`src/rtl/timer_evt_ctrl.sv`:
```
// Timer event controller: arms a downstream Timer, tracks end-of-count events,
// raises an acknowledgeable interrupt and counts events missed while one is pending.
module timer_evt_ctrl #(
    parameter int N = 32
) (
    input  logic         Clk,
    input  logic         Rst,
    input  logic         Pwr_off,
    input  logic         Wr_en,
    input  logic [1:0]   Wr_addr,
    input  logic [N-1:0] Wr_data,
    input  logic         Tmr_end,
    input  logic         Irq_ack,
    output logic         Tmr_en,
    output logic         Tmr_rst,
    output logic [N-1:0] Tmr_load,
    output logic         Irq,
    output logic [3:0]   Ovf_cnt,
    output logic         Busy,
    output logic [1:0]   Dbg_state
);

    typedef enum logic [1:0] {
        S_IDLE = 2'd0,
        S_ARM  = 2'd1,
        S_RUN  = 2'd2,
        S_DONE = 2'd3
    } state_t;

    localparam logic [1:0] ADDR_LOAD = 2'd0;
    localparam logic [1:0] ADDR_CTRL = 2'd1;
    localparam logic [1:0] ADDR_STOP = 2'd2;

    state_t       state_q, state_d;
    logic [N-1:0] load_q, load_d;
    logic         periodic_q, periodic_d;
    logic         irq_en_q, irq_en_d;
    logic         pend_q, pend_d;
    logic [3:0]   ovf_q, ovf_d;
    logic         irq_q, irq_d;

    // Write strobe: one single-cycle write per clock, no backpressure.
    // Power-off masks every write; reserved address 3 decodes to nothing.
    logic wr_load, wr_ctrl, wr_stop, start, evt;

    always_comb begin
        wr_load = Wr_en && !Pwr_off && (Wr_addr == ADDR_LOAD);
        wr_ctrl = Wr_en && !Pwr_off && (Wr_addr == ADDR_CTRL);
        wr_stop = Wr_en && !Pwr_off && (Wr_addr == ADDR_STOP);
        start   = wr_ctrl && Wr_data[0];
        evt     = (state_q == S_RUN) && Tmr_end && !Pwr_off;
    end

    // Configuration registers
    always_comb begin
        load_d     = load_q;
        periodic_d = periodic_q;
        irq_en_d   = irq_en_q;
        if (wr_load) begin
            load_d = Wr_data;
        end
        if (wr_ctrl) begin
            periodic_d = Wr_data[1];
            irq_en_d   = Wr_data[2];
        end
    end

    // Next-state logic; write commands override the normal flow, power-off overrides all.
    always_comb begin
        state_d = state_q;
        case (state_q)
            S_IDLE: state_d = S_IDLE;
            S_ARM:  state_d = S_RUN;
            S_RUN: begin
                if (Tmr_end) begin
                    state_d = periodic_q ? S_ARM : S_DONE;
                end
            end
            S_DONE: begin
                if (Irq_ack && pend_q) begin
                    state_d = S_IDLE;
                end
            end
            default: state_d = S_IDLE;
        endcase
        if (start) begin
            state_d = S_ARM;
        end
        if (wr_stop) begin
            state_d = S_IDLE;
        end
        if (Pwr_off) begin
            state_d = S_IDLE;
        end
    end

    // A new event wins over a same-cycle acknowledge so it is never lost.
    always_comb begin
        pend_d = pend_q;
        ovf_d  = ovf_q;
        if (evt) begin
            pend_d = 1'b1;
        end else if (Irq_ack) begin
            pend_d = 1'b0;
        end
        if (start) begin
            ovf_d = 4'd0;
        end else if (evt && pend_q && !Irq_ack && (ovf_q != 4'd15)) begin
            ovf_d = ovf_q + 4'd1;
        end
        if (Pwr_off) begin
            pend_d = 1'b0;
            ovf_d  = 4'd0;
        end
        irq_d = pend_d && irq_en_d;
    end

    always_ff @(posedge Clk) begin
        if (Rst) begin
            state_q    <= S_IDLE;
            load_q     <= '0;
            periodic_q <= 1'b0;
            irq_en_q   <= 1'b0;
            pend_q     <= 1'b0;
            ovf_q      <= 4'd0;
            irq_q      <= 1'b0;
        end else begin
            state_q    <= state_d;
            load_q     <= load_d;
            periodic_q <= periodic_d;
            irq_en_q   <= irq_en_d;
            pend_q     <= pend_d;
            ovf_q      <= ovf_d;
            irq_q      <= irq_d;
        end
    end

    // Timer restart follows reset so both blocks come out of reset together.
    always_comb begin
        Tmr_en    = (state_q == S_RUN) && !Pwr_off;
        Tmr_rst   = Rst || (state_q == S_ARM);
        Tmr_load  = load_q;
        Irq       = irq_q;
        Ovf_cnt   = ovf_q;
        Busy      = (state_q != S_IDLE);
        Dbg_state = state_q;
    end

endmodule

```
`config.mk`:
```
export PLATFORM = sky130hd
export DESIGN_NAME = timer_evt_ctrl
export DESIGN_NICKNAME = d
export VERILOG_FILES = /design/src/rtl/timer_evt_ctrl.sv
export SDC_FILE = /design/constraint.sdc
export NUM_CORES = 1
export LEC_CHECK = 0
export CAP_MARGIN = 20
export CORE_ASPECT_RATIO = 1.75
export CORE_MARGIN = 8
export CORE_UTILIZATION = 40
export DETAILED_ROUTE_END_ITERATION = 10
export GPL_ROUTABILITY_DRIVEN = 0
export PLACE_DENSITY = 0.75
export SYNTH_ARGS = -nofsm -noshare
export SYNTH_HDL_FRONTEND = slang
export SYNTH_SLANG_ARGS = --single-unit
export TNS_END_PERCENT = 30
```
`constraint.sdc`:
```
create_clock -name Clk -period 1.9 [get_ports Clk]
set_input_delay 0.285 -clock Clk [delete_from_list [all_inputs] [get_ports Clk]]
set_output_delay 0.285 -clock Clk [all_outputs]
set_load 0.02 [all_outputs]
```
==> results of run 1 <==
cell usage after synthesis (2+ instances only):
library cell   n  share of area (%)
o21ai_0        4                1.2
buf_6          3                1.9
a21oi_1       36                 10
nand4b_1       2                1.0
ha_1           6                4.3
nand2_1       66                 14
nor2_1         3               0.65
clkbuf_1       5                1.1
dfxtp_1       42                 48
or4b_1         2                1.2
o31ai_1        2               0.87
nor4_1         2               0.72
mux2i_1        2                1.2
nor2b_1        4                1.4
inv_1          5                1.1
buf_2          4                1.2
power groups by stage:
| stage | registers, mW | clock network, mW | logic (mW) |
|---|---|---|---|
| detailed placement | 0.923 | 0 | 0.211 |
| floorplan | 0.940 | 0 | 0.0534 |
| CTS | 0.902 | 0.666 | 0.211 |
| global placement | 0.922 | 0 | 0.210 |
| finish | 0.902 | 0.645 | 0.209 |
| global route | 0.904 | 0.702 | 0.225 |
flip-flops by register name (all words and copies together), names as in the netlist:
register,flops
irq_en_q,1
Tmr_load,32
periodic_q,1
Irq,1
Ovf_cnt,4
Dbg_state,2
pend_q,1
how the worst max path moves through the flow:
| stage | startpoint | endpoint | slack [ns] | cells after the start |
|---|---|---|---|---|
| after floorplan | Dbg_state[1] | Ovf_cnt[1] | 0.26 | 4 |
| final | Dbg_state[1] | Tmr_rst | 0.08 | 4 |
| after global routing | Dbg_state[1] | Tmr_rst | 0.008 | 4 |
| after global placement | Dbg_state[1] | Tmr_rst | 0.09 | 4 |
| after detailed placement | Pwr_off | Tmr_load[22] | 0.08 | 5 |
| after CTS | Dbg_state[1] | Tmr_rst | 0.06 | 4 |
layout make-up:
type | count | area share (%)
Clock buffer | 8 | 4.004
Timing Repair Buffer | 91 | 32.98
Sequential cell | 42 | 30.62
Inverter | 5 | 0.6824
Tap cell | 49 | 2.229
Multi-Input combinational cell | 147 | 29.48
cells by family after synthesis:
family	Yosys count	synth area share, %
fa+ha+maj	6	4.329
simple gates	90	25.04
flops	42	48.49
mux	2	1.154
compound gates	49	15.73
buf+inv	17	5.267
worst min-delay path, delay by kind of cell (launching register included):
kind | cells | cell delay (ns)
AOI/OAI and AO/OA | 1 | 0.05
and+or+nand+nor | 1 | 0.05
DFF | 1 | 0.31
metal layers:
layer / vias to the layer above / GRT usage, %
li1: 868 / -
met1: 759 / 15.04
met2: 57 / 24.96
met3: 8 / 5.114
met4: 0 / 6.926
met5: - / 0
timing repair:
| action | 4_1_cts | 5_1_grt |
|---|---|---|
| resized for setup | 4 | 0 |
| setup buffers | 0 | 0 |
| endpoints found under the setup margin | 3 | 0 |
==> impl_metrics.toml, run 1 <==
[sta]
slew_viol_final = 0
setup_viol_count_final = 0
skew_ns = 0.0009473
relSlewSlack_pct = 74.47
rsz0062_at_grt = "false"
holdWs_ns = 0.4542
period_minus_slack_ns = 1.820
tns_ns = 0
worst_slew_pin_slew_ns = 0.3830
setup_slack_ns = 0.08034
fin_crit_sh_pct = 95.77
fmax_mhz = 549.6
hold_viol = 0

[worst_setup_path]
endpoint_kind = "primary output"
r2r_cells = 6
r2r_end = "Ovf_cnt[1]"
required_ns = 1.62
r2r_start = "Dbg_state[0]"
start_kind = "flop"
max_stage_delay_ns = 0.38
cp_cell_sequence = "inv_1, ha_1, or2_2, dlygate4sd2_1"
crit_family = "buffers and inverters"
cp_slowest_cell = "dfxtp_2"
critPathArrivalTime_ns = 1.53
ff2ff_setup_slack_ns = 0.23
path_max_fanout = 6
crit_buf_inv = 2
path_class = "reg2out"

[place]
place_area_mm2 = 0.002643
dpl.hpwl_um = 3698
dp_slack_ns = 0.07636
dpl.cell_count = 334
io_buffers = 81

[die]
ios = 82
die-area_mm2 = 0.006782
start_util_pct = 41.78
fp.dieH_um = 103.1
fp.coreArea_mm2 = 0.004150
fp.dieW_um = 65.78
rows = 31

[logic_synthesis]
synth-edff-count = 0
ys_seq_area_share_pct = 48.48
synth_top_flop_cell = "dfxtp_1"
synth_seq_cells = 42
yosysWarnings = 0
synth_cells = 206
ys_types = 34
synth_area_mm2 = 0.001734
async_reset_ff_share_pct = 0
synth.avg_cell_area_um2 = 8.418
syn-num-nets = 252

[drt]
dr.first_iter.drc_count = 58
dr.pass1.iters = 4
final_antenna_net_count = 0
top_layer = "met4"
vias = 1692
wl_met1_um = 1831
avgViaCountPerCell = 4.947
drt-total-wl_um = 4835
drc = 0
met3WireLength_um = 366
wl_per_cell_um = 14.14
wl_met2_um = 2512

[grt]
grt_max_degree = 38
grt_pass1_vias = 1670
grt_use_total_pct = 14.47
grt_overflow = 0
antenna_found_initial = 0
grt_pass1_wl_um = 7803

[clock_tree]
cts-root-buf = "clkbuf_8"
cts_htree_levels = 2
cts.path.max_buffers = 2
insertion_delay_ns = 0.28
cts_hold_buf = 0
cts_tree = "done"
cts.reportedPaths.clkPinSlew_ns = 0.08
clock_sinks = 42
cts_buffers = 5

[pwr]
pwr-share-seq_pct = 51.4
p_leak_nw = 0.9949
swShare_pct = 21.16
p_total_mw = 1.756
peakVddDrop_mv = 0.5728
pwr-share-comb_pct = 11.9
power.switching_mw = 0.3717
power_density_mw_per_mm2 = 638.6
intPower_mw = 1.385
p_clk_share_pct = 36.7

[worst_hold_path]
hp-start = "Tmr_load[12]"
min_delay_path_depth = 2
hp-class = "reg2reg"
hold-path-endpoint = "Tmr_load[12]"

[finish]
layout.cells.non_filler = 342
final_core_util_pct = 66.26
final_common_cell = "clkdlybuf4s50_1"
most-common-layout-cells = "clkdlybuf4s50_1 (78), nand2_1 (66), dfxtp_1 (41)"
multi_input_area_um2 = 810.8
nNetsFinal = 338
antennaDiodeCount = 0
seq_area_um2 = 842.1
syn2layout_area_growth_pct = 58.59
final_cell_area_mm2 = 0.002750
num-fill-cells = 374
drive_gt1_share_pct = 8.191

[job]
maxCapViolCount = 0

[run_status]
outcome = "finished, final reports clean"
Power figures use the tool's default switching activity.
==> run 2: changes to the inputs <==
PLACE_DENSITY = 0.79   (was 0.75)
==> run 2 against run 1 <==
Global-route usage up 0.24 points. Total power down 4.1%. Combinational power about the same. Flip-flop and latch count unchanged.
==> impl_metrics.toml, run 2 (synthesized netlist as in run 1, its figures left out) <==
[drt]
dr.pass1.iters = 5
avgViaCountPerCell = 4.988
final_antenna_net_count = 0
vias = 1701
drt-total-wl_um = 4892
dr.first_iter.drc_count = 46
drc = 0
wl_per_cell_um = 14.35

[finish]
final_common_cell = "clkdlybuf4s50_1"
final_core_util_pct = 65.69
syn2layout_area_growth_pct = 57.21
drive_gt1_share_pct = 7.534
layout.cells.non_filler = 341
most-common-layout-cells = "clkdlybuf4s50_1 (78), nand2_1 (66), dfxtp_1 (41)"
largest_reg_flops = 32
num-fill-cells = 372
nNetsFinal = 337
antennaDiodeCount = 0

[worst_setup_path]
r2r_cells = 6
required_ns = 1.62
cp_slowest_cell = "dfxtp_4"
critPathArrivalTime_ns = 1.53
start_kind = "flop"
max_stage_delay_ns = 0.38
crit_cells = 4
endpoint_kind = "primary output"
crit_family = "flip-flops"
crit_buf_inv = 2
cp_cell_sequence = "inv_1, ha_1, or2_2, dlygate4sd2_1"
path_class = "reg2out"
path_max_fanout = 6

[sta]
period_minus_slack_ns = 1.818
skew_ns = 0.002110
fmax_mhz = 549.9
setup_slack_ns = 0.08157
setup_viol_count_final = 0
slew_viol_final = 0
hold_viol = 0
rsz0062_at_grt = "false"
worst_slew_pin_slew_ns = 0.3854
fin_crit_sh_pct = 95.71
relSlewSlack_pct = 74.30
tns_ns = 0

[clock_tree]
cts_hold_buf = 0
post-cts-setup-buffers = 0
insertion_delay_ns = 0.28
cts_tree = "done"
cts_buffers = 5
cts.path.max_buffers = 2
clock_sinks = 42
cts-root-buf = "clkbuf_8"
cts.reportedPaths.clkPinSlew_ns = 0.07
cts_htree_levels = 2

[grt]
grt_pass1_wl_um = 7907
grt_use_total_pct = 14.71
grt_pass1_vias = 1640
antenna_found_initial = 0
grt_max_degree = 38
grt_overflow = 0

[place]
dpl.hpwl_um = 3801
io_buffers = 81
dpl.cell_count = 333
dp_slack_ns = 0.07606

[die]
die-area_mm2 = 0.006782
rows = 31
fp.coreArea_mm2 = 0.004150
ios = 82
start_util_pct = 41.78
fp.dieW_um = 65.78
fp.dieH_um = 103.1

[pwr]
power_density_mw_per_mm2 = 617.8
p_leak_nw = 0.9818
peakVddDrop_mv = 0.6852

[worst_hold_path]
min_delay_path_depth = 2
hp-class = "reg2reg"

[run_status]
outcome = "finished, final reports clean"

[job]
maxCapViolCount = 0
[run 2: changes by cell type in the layout (fill, tap and decap cells not counted)]
| cell | change |
|---|---|
| dfxtp_4 | +1 |
| buf_4 | -1 |
| clkbuf_1 | +1 |
| clkbuf_8 | -2 |
| dfxtp_2 | -1 |
| clkinv_2 | +1 |
[run 2: stage by stage]
step	total power, mW	instance area (µm²)	hold WS [ns]
global placement	1.132	2635	0.4405
finish	1.684	2726	0.4528
global route	1.762	2726	0.4705
detailed placement	1.135	2635	0.4457
CTS	1.711	2724	0.4569
floorplan	0.9933	1734	0.3946
[run 2: what timing repair did]
action | 4_1_cts | 5_1_grt
setup endpoints to repair | 3 | 1
gates resized for setup | 4 | 1
hold endpoints to repair | 0 | 0
cloned | 0 | 0
[run 2: area by class of cell]
type,instances,area (µm²),share of cell area (%)
multi-input combinational,147,810.8,29.74
tap,49,61.31,2.249
inverter,5,18.77,0.6884
timing repair buffer,90,899.6,33.00
clock inverter,1,5.005,0.1836
sequential,42,844.6,30.98
clock buffer,7,86.33,3.167
[run 2: final timing paths]
check	start	endpoint	slack [ns]
hold / removal	Tmr_load[10]	Tmr_load[10]	0.45
hold reg to reg	Tmr_load[10]	Tmr_load[10]	0.45
setup reg to reg	Dbg_state[0]	Ovf_cnt[2]	0.26
setup / recovery	Dbg_state[1]	Tmr_rst	0.08
[run 2: tightest hold or removal path, stage by stage, from the launching register on]
cell     delay (ns)
dfxtp_1        0.31
nand2_1        0.05
a21oi_1        0.05
[run 2: where the power goes]
group | switching, mW | internal, mW | leakage [nW]
sequential | 0.00710 | 0.893 | 0.340
clock | 0.281 | 0.293 | 0.0482
combinational | 0.0868 | 0.123 | 0.593
total | 0.375 | 1.31 | 0.982
[run 2: metal layers]
metal	up-vias	global-route usage (%)	share of wire [%]
met5	-	0	0
met4	0	5.236	1.6
met2	54	26.32	54
met3	8	6.202	8.6
li1	866	-	-
met1	773	14.58	36
